[config.mk]
export PLATFORM = sky130hd
export DESIGN_NAME = nios_nios2_qsys_0_oci_dct_sequencer
export DESIGN_NICKNAME = d
export VERILOG_FILES = /design/src/rtl/nios_nios2_qsys_0_oci_dct_sequencer.sv
export SDC_FILE = /design/constraint.sdc
export NUM_CORES = 1
export LEC_CHECK = 0
export BUFFER_PORTS_ARGS = -buffer_cell sky130_fd_sc_hd__buf_2
export CAP_MARGIN = 15
export CORE_MARGIN = 1
export CORE_UTILIZATION = 55
export CTS_CLUSTER_SIZE = 20
export DETAILED_ROUTE_END_ITERATION = 10
export GPL_TIMING_DRIVEN = 0
export PLACE_DENSITY = 0.86
export REMOVE_ABC_BUFFERS = 1
export SLEW_MARGIN = 20
export SYNTH_ARGS = -nofsm -noshare
export SYNTH_HDL_FRONTEND = slang
export SYNTH_SLANG_ARGS = --single-unit
[constraint.sdc]
create_clock -name clk -period 4.4 [get_ports clk]
set_input_delay 0.88 -clock clk [delete_from_list [all_inputs] [get_ports clk]]
set_output_delay 0.88 -clock clk [all_outputs]
set_load 0.02 [all_outputs]
[src/rtl/nios_nios2_qsys_0_oci_dct_sequencer.sv]
// DCT sequencer: packs 2-bit trace atoms into a 30-bit capture buffer and
// hands each completed (or flushed) buffer downstream as one 34-bit frame.
//
// Handshakes: a transfer happens on a rising edge where valid and ready are
// both high. atom_ready and frm_valid depend only on registered state, never
// combinationally on the partner's signal. Once frm_valid is raised, the
// frame is held unchanged until frm_ready accepts it.
module nios_nios2_qsys_0_oci_dct_sequencer #(
   parameter int CNT_W = 16
) (
   input  logic             clk,
   input  logic             reset_n,
   input  logic             atom_valid,
   input  logic [1:0]       atom,
   output logic             atom_ready,
   input  logic             flush,
   input  logic             end_req,
   output logic             frm_valid,
   output logic [33:0]      frm_data,
   input  logic             frm_ready,
   output logic [29:0]      dct_buffer,
   output logic [3:0]       dct_count,
   output logic             test_ending,
   output logic             test_has_ended,
   output logic [CNT_W-1:0] frames_sent,
   output logic [1:0]       state_dbg
);

   typedef enum logic [1:0] {
      FILL  = 2'd0,
      EMIT  = 2'd1,
      ENDED = 2'd2
   } state_t;

   state_t           state, state_nxt;
   logic             end_pend, end_pend_nxt;
   logic             ending_nxt, ended_nxt;
   logic [29:0]      buf_nxt, post_buf;
   logic [3:0]       cnt_nxt, post_cnt;
   logic [CNT_W-1:0] sent_nxt;
   logic             accept;

   assign atom_ready = (state == FILL);
   assign accept     = atom_valid & atom_ready;
   assign post_cnt   = dct_count + {3'b000, accept};
   assign frm_data   = {dct_count, dct_buffer};
   assign state_dbg  = state;

   // Buffer contents after writing an accepted atom into the next free slot.
   always_comb begin
      post_buf = dct_buffer;
      for (int k = 0; k < 15; k++) begin
         if (accept && (dct_count == 4'(k))) post_buf[2*k +: 2] = atom;
      end
   end

   // Next-state and next-register decode for the FILL/EMIT/ENDED sequencer.
   always_comb begin
      state_nxt    = state;
      buf_nxt      = dct_buffer;
      cnt_nxt      = dct_count;
      end_pend_nxt = end_pend;
      ending_nxt   = test_ending;
      ended_nxt    = test_has_ended;
      sent_nxt     = frames_sent;
      case (state)
         FILL: begin
            buf_nxt = post_buf;
            cnt_nxt = post_cnt;
            if (end_req && (post_cnt == 4'd0)) begin
               // Nothing to drain: the trace closes immediately.
               state_nxt  = ENDED;
               ending_nxt = 1'b1;
               ended_nxt  = 1'b1;
            end else if ((post_cnt == 4'd15) ||
                         ((flush || end_req) && (post_cnt != 4'd0))) begin
               state_nxt = EMIT;
               if (end_req) begin
                  end_pend_nxt = 1'b1;
                  ending_nxt   = 1'b1;
               end
            end
         end
         EMIT: begin
            if (end_req) begin
               end_pend_nxt = 1'b1;
               ending_nxt   = 1'b1;
            end
            if (frm_ready) begin
               buf_nxt = '0;
               cnt_nxt = '0;
               if (frames_sent != {CNT_W{1'b1}}) sent_nxt = frames_sent + CNT_W'(1);
               // An end request arriving on the handshake edge still closes the trace.
               if (end_pend || end_req) begin
                  state_nxt = ENDED;
                  ended_nxt = 1'b1;
               end else begin
                  state_nxt = FILL;
               end
            end
         end
         ENDED: begin
            ending_nxt = 1'b1;
            ended_nxt  = 1'b1;
         end
         default: state_nxt = FILL;
      endcase
   end

   // State register.
   always_ff @(posedge clk or negedge reset_n) begin
      if (!reset_n) state <= FILL;
      else          state <= state_nxt;
   end

   // Datapath and status registers; a frame held at reset is discarded.
   always_ff @(posedge clk or negedge reset_n) begin
      if (!reset_n) begin
         dct_buffer     <= '0;
         dct_count      <= '0;
         frm_valid      <= 1'b0;
         end_pend       <= 1'b0;
         test_ending    <= 1'b0;
         test_has_ended <= 1'b0;
         frames_sent    <= '0;
      end else begin
         dct_buffer     <= buf_nxt;
         dct_count      <= cnt_nxt;
         frm_valid      <= (state_nxt == EMIT);
         end_pend       <= end_pend_nxt;
         test_ending    <= ending_nxt;
         test_has_ended <= ended_nxt;
         frames_sent    <= sent_nxt;
      end
   end

endmodule

After elaboration in Yosys (flattened, before gate mapping)
Index checks and enable logic that the tools add are counted.
{"block": "totals", "regBits": 56, "in_bits": 8, "out_inout_bits": 90, "elab_cells": 147}
{"block": "op_classes", "n_addsub": 2, "eq_ne": 40, "n_mux": 36, "n_bitwise": 1, "n_reduce_logical": 46}
{"operator": "$pmux W30 S2", "n": 1}
{"operator": "$reduce_and A3 Y1", "n": 17}
{"operator": "$mux W2", "n": 19}
{"operator": "$ne A2 B1 Y1 const B", "n": 17}
{"operator": "$eq A4 B4 Y1 const B", "n": 8}
{"operator": "$mux W30", "n": 1}
{"operator": "$logic_and A1 B1 Y1", "n": 17}
{"operator": "$add A16 B1 Y16 const B", "n": 1}
{"operator": "$eq A4 B3 Y1 const B", "n": 4}
{"operator": "$ne A16 B16 Y1 const B", "n": 1}
{"operator": "$mux W1", "n": 9}
{"operator": "$eq A4 B2 Y1 const B", "n": 2}
{"operator": "$logic_not A4 Y1", "n": 2}
{"operator": "$pmux W4 S2", "n": 1}
{"operator": "$ne A2 B2 Y1 const B", "n": 3}
{"operator": "$pmux W1 S3", "n": 2}
{"operator": "$pmux W2 S3", "n": 1}
{"operator": "$add A4 B1 Y4", "n": 1}
{"operator": "$eq A2 B1 Y1 const B", "n": 2}
{"operator": "$eq A4 B1 Y1 const B", "n": 1}
{"operator": "$mux W4", "n": 1}
{"operator": "$reduce_and A2 Y1", "n": 2}
{"operator": "$reduce_and A4 Y1", "n": 1}
{"operator": "$reduce_bool A4 Y1", "n": 1}
{"operator": "8 further kinds", "n": 10}

Longest topological paths before layout
{"block": "logic_depth", "word_depth": 10, "ltp_mapped": 11, "depth_no_buf": 10}

Worst setup path after synthesis
No wires, ideal clock.
{"block": "synth_path", "kind": "register -> register", "from": "register state[0] (netlist: state_dbg[0])", "to": "register frm_valid", "t_arrival_ns": 2.697, "t_required_ns": 4.335, "path_slack_ns": 1.638, "stages_incl_launch_ff": 12, "cell_sequence": "dfrtp_1 -> inv_1 -> ha_1 -> and2_1 -> buf_2 -> ha_1 -> ha_1 -> nor3_1 -> a41o_1 -> and3_4 -> a221oi_2 -> o211a_1"}
{"block": "synth_via", "elab_chain_cells": 10}
{"item": "start: declaration", "line": "35", "text": "state_t state, state_nxt;"}
{"item": "start signal: assignment", "line": "113", "text": "else state <= state_nxt;"}
{"item": "$logic_not A2 Y1 *", "line": "43", "text": "assign atom_ready = (state == FILL);"}
{"item": "net atom_ready", "line": "15", "text": "output logic atom_ready,"}
{"item": "$and A1 B1 Y1", "line": "44", "text": "assign accept = atom_valid & atom_ready;"}
{"item": "$add A4 B1 Y4", "line": "45", "text": "assign post_cnt = dct_count + {3'b000, accept};"}
{"item": "$reduce_bool A4 Y1", "line": "76", "text": "((flush || end_req) && (post_cnt != 4'd0))) begin"}
{"item": "$logic_and A1 B1 Y1", "line": "76"}
{"item": "$logic_or A1 B1 Y1", "line": "75", "text": "end else if ((post_cnt == 4'd15) ||"}
{"item": "$mux W2", "line": "75"}
{"item": "$mux W2", "line": "70", "text": "if (end_req && (post_cnt == 4'd0)) begin"}
{"item": "$pmux W2 S3 *", "line": "66", "text": "case (state)"}
{"item": "$eq A2 B1 Y1 *", "line": "129", "text": "frm_valid <= (state_nxt == EMIT);"}
{"item": "end signal: assignment", "line": "129"}
{"item": "end: declaration", "line": "18", "text": "output logic frm_valid,"}
Mark *: on every way through the listed nets, which the timed path passes. The rest lies on a longest branch.
A chain may end at the register's enable or synchronous reset.

Worst setup path after layout
{"block": "layout_path", "from": "register state[0] (netlist: state_dbg[0])", "to": "register frm_valid"}
{"block": "layout_via", "elab_chain_cells": 10}
{"item": "$logic_not A2 Y1", "line": "43, 66"}
{"item": "$and A1 B1 Y1", "line": "44"}
{"item": "$add A4 B1 Y4", "line": "45"}
{"item": "$reduce_bool A4 Y1", "line": "76"}
{"item": "$logic_and A1 B1 Y1", "line": "76"}
{"item": "$logic_or A1 B1 Y1", "line": "75"}
{"item": "$mux W2", "line": "75"}
{"item": "$mux W2", "line": "70"}
{"item": "$pmux W2 S3 *", "line": "66"}
{"item": "$eq A2 B1 Y1 *", "line": "129"}
Every way passes the cells marked *; elsewhere a longest branch is shown, timed or not.

==> impl_metrics.yaml <==
cells_and_area:
  final_cell_mix: "buf_2, dfrtp_1, nand2_1"
  num-nets-final: 373
  diodes: 0
  fillers: 414
  layout-drive-gt1-share: 0.391
  area_growth_pct: 12.6
  layout_commonest_cell: "buf_2"
clock_network:
  cts_resized: 0
  clockRootBuffer: "clkbuf_8"
  cts_buffer_depth: 2
  cts_tree: "yes"
  post-cts-setup-buffer-count: 0
  numCtsBuffers: 5
  h-tree-depth: 2
  cts_hold_buffers: 0
  cts.sink_count: 56
  clk_pin_slew_worst_paths_ps: 110
  insertion_delay_ps: 310
grt:
  grt-ovfl-total: 0
  grt_pass1_wl_mm: 10.6
  track_usage: 0.222
  grt_pass1_vias: 2182
  grt_max_degree: 57
  antenna_found_initial: 0
timing:
  grt_setup_unrepaired: "no"
  relSlewSlack: 0.328
  finalCriticalPeriod_ps: 3330
  tightest_slew_ps: 1010
  finalSetupViolCount: 0
  finalSetupTns_ps: 0
  final_hold_viol_count: 0
  fmax_mhz: 300
  final.setup.worst_slack_ps: 1070
  skew_ps: 7.62
  drv_slew: 0
  fin_crit_sh: 0.757
outcome:
  status: "complete, no violations"
worst_hold_path:
  min-delay-start: "test_has_ended"
  min_path_type: "flop to flop"
floorplan:
  initial_core_util: 0.586
  io_pins: 98
  die_height_microns: 76.7
  die_area_sq_um: 5880
  core_sq_um: 5240
  die_w_microns: 76.7
  fp-row-count: 26
worst_setup_path:
  crit_fanout: 24
  cp-start-kind: "flop"
  critPathCaptureType: "flop"
  slowest_stage: "ha_1"
  critPathKind: "flop to flop"
  crit_required_ps: 4660
  crit_start: "state_dbg[0]"
  critical_path_arrival_ps: 3590
  slowest_delay_ps: 650
  reg2reg_from: "state_dbg[0]"
  cp_cell_sequence: "inv_1 > ha_1 > and2_1 > ha_1 > ha_1 > nor3_1 > a41o_1 > and3_4 > a221oi_2 > o211a_1"
  path_common_cell: "ha_1"
synthesis:
  synth_edf_count: 0
  async_flop_share: 1.00
  ys.flop_type: "dfrtp_1"
  yosysWarningCount: 0
  ys_seq_area_frac: 0.457
  ys_seq_elements: 56
  avgSynthCellArea_sq_um: 10.4
  syn_inst: 296
  yosys.cell_types.count: 45
  netlist_area_sq_um: 3070
routing:
  vias: 2364
  drc: 0
  wirelength_mm: 6.30
  via_per_inst: 5.52
  firstDrtPassIters: 4
  avgRoutedWirePerCell_microns: 14.7
  ant_nets: 0
  drt_iter0_drc: 114
run:
  cap_violations: 0
pwr:
  p_leak_nw: 1.74
  p_per_area_nw_per_um2: 283
  ir_drop_uv: 166
placed_design:
  dp_slack_ps: 1170
  io_buffers: 97
  dpl.hpwl_mm: 4.54
  gp_congestion: 0.834
-- power by group --
group          total (W)  switching, W  internal [W]
logic          0.0000994     0.0000663     0.0000332
registers       0.000538    0.00000988      0.000528
clock network   0.000341      0.000168      0.000172
-- final cells by class --
| type | instances | area [sq um] | share of cell area |
|---|---|---|---|
| flip-flops and latches | 56 | 1400 | 0.406 |
| multi-input cells | 192 | 1350 | 0.390 |
| well taps | 70 | 87.6 | 0.0253 |
| clock inverters | 2 | 38.8 | 0.0112 |
| repair buffers | 97 | 488 | 0.141 |
| clock buffers | 6 | 72.6 | 0.0210 |
| inverters | 5 | 18.8 | 0.00543 |
-- through the flow --
step	instances	hold WS [ps]	area [sq um]	util	total power, W
floorplan	253	434	2770	-	0.000601
global route	428	517	3460	0.660	0.00102
global placement	420	451	3340	0.638	0.000647
CTS	428	480	3460	0.660	0.000987
finish	428	482	3460	0.660	0.000978
detailed placement	420	448	3340	0.639	0.000650
-- path summary, 6_finish.rpt --
check | slack (ps) | endpoint | cells after the start
worst max-delay path | 1070 | frm_valid | 10
worst min-delay path | 480 | test_has_ended | 1
worst max register to register | 1070 | frm_valid | 10
worst min register to register | 480 | test_has_ended | 1
max in group asynchronous | 3340 | dct_buffer[28] | 1
min in group asynchronous | 610 | dct_buffer[14] | 1
-- metal layers --
metal / global-route usage / share of wire
met1: 0.279 / 0.44
met2: 0.395 / 0.49
met3: 0.0405 / 0.053
met4: 0.0481 / 0.010
met5: 0 / 0
-- cells by family (layout without fill, tap and decap cells) --
logic type               count (synthesis)  after routing  synth area share
flip-flops                              56             56             0.457
AND/OR/NAND/NOR                         83             83             0.140
XOR/XNOR                                12             12            0.0342
buffers and inverters                   48            110             0.104
multiplexers                            31             31             0.114
AO/OA/AOI/OAI                           58             58             0.119
adder cells (fa/ha/maj)                  8              8            0.0326
-- critical path: cells and delay by family (launching register included) --
family | cells | cell delay, ps
AOI/OAI and AO/OA | 3 | 740
adders and majority gates | 3 | 1300
buffers and inverters | 1 | 160
DFF | 1 | 450
and+or+nand+nor | 3 | 640
-- state kept, by name (all words and copies together) (netlist names) --
| signal | cells |
|---|---|
| dct_buffer | 30 |
| frames_sent | 16 |
| dct_count | 4 |
| state_dbg | 2 |
| end_pend | 1 |
| frm_valid | 1 |
| test_ending | 1 |
| test_has_ended | 1 |
-- Yosys cell counts, types with 2 or more instances --
library cell | number | area share
dfrtp_1 | 56 | 0.46
buf_4 | 34 | 0.083
nand2_1 | 32 | 0.039
mux2_2 | 29 | 0.11
o21ai_0 | 19 | 0.031
a21oi_1 | 12 | 0.020
ha_1 | 8 | 0.033
a31oi_1 | 7 | 0.014
nand3_1 | 7 | 0.011
nor2_1 | 7 | 0.0086
nor2b_1 | 7 | 0.014
xnor2_1 | 7 | 0.020
nand4_1 | 6 | 0.012
clkbuf_1 | 5 | 0.0061
inv_1 | 5 | 0.0061
nor3_1 | 5 | 0.0082
xor2_1 | 5 | 0.014
nand2b_1 | 4 | 0.0082
and3_1 | 3 | 0.0061
buf_2 | 3 | 0.0049
nand3b_1 | 3 | 0.0073
o21ai_1 | 3 | 0.0049
mux2_1 | 2 | 0.0073
o211a_1 | 2 | 0.0065
o21a_1 | 2 | 0.0049
o22ai_1 | 2 | 0.0041
or2_2 | 2 | 0.0041
or3_1 | 2 | 0.0041
No activity file was read; power rests on OpenSTA's default activity.
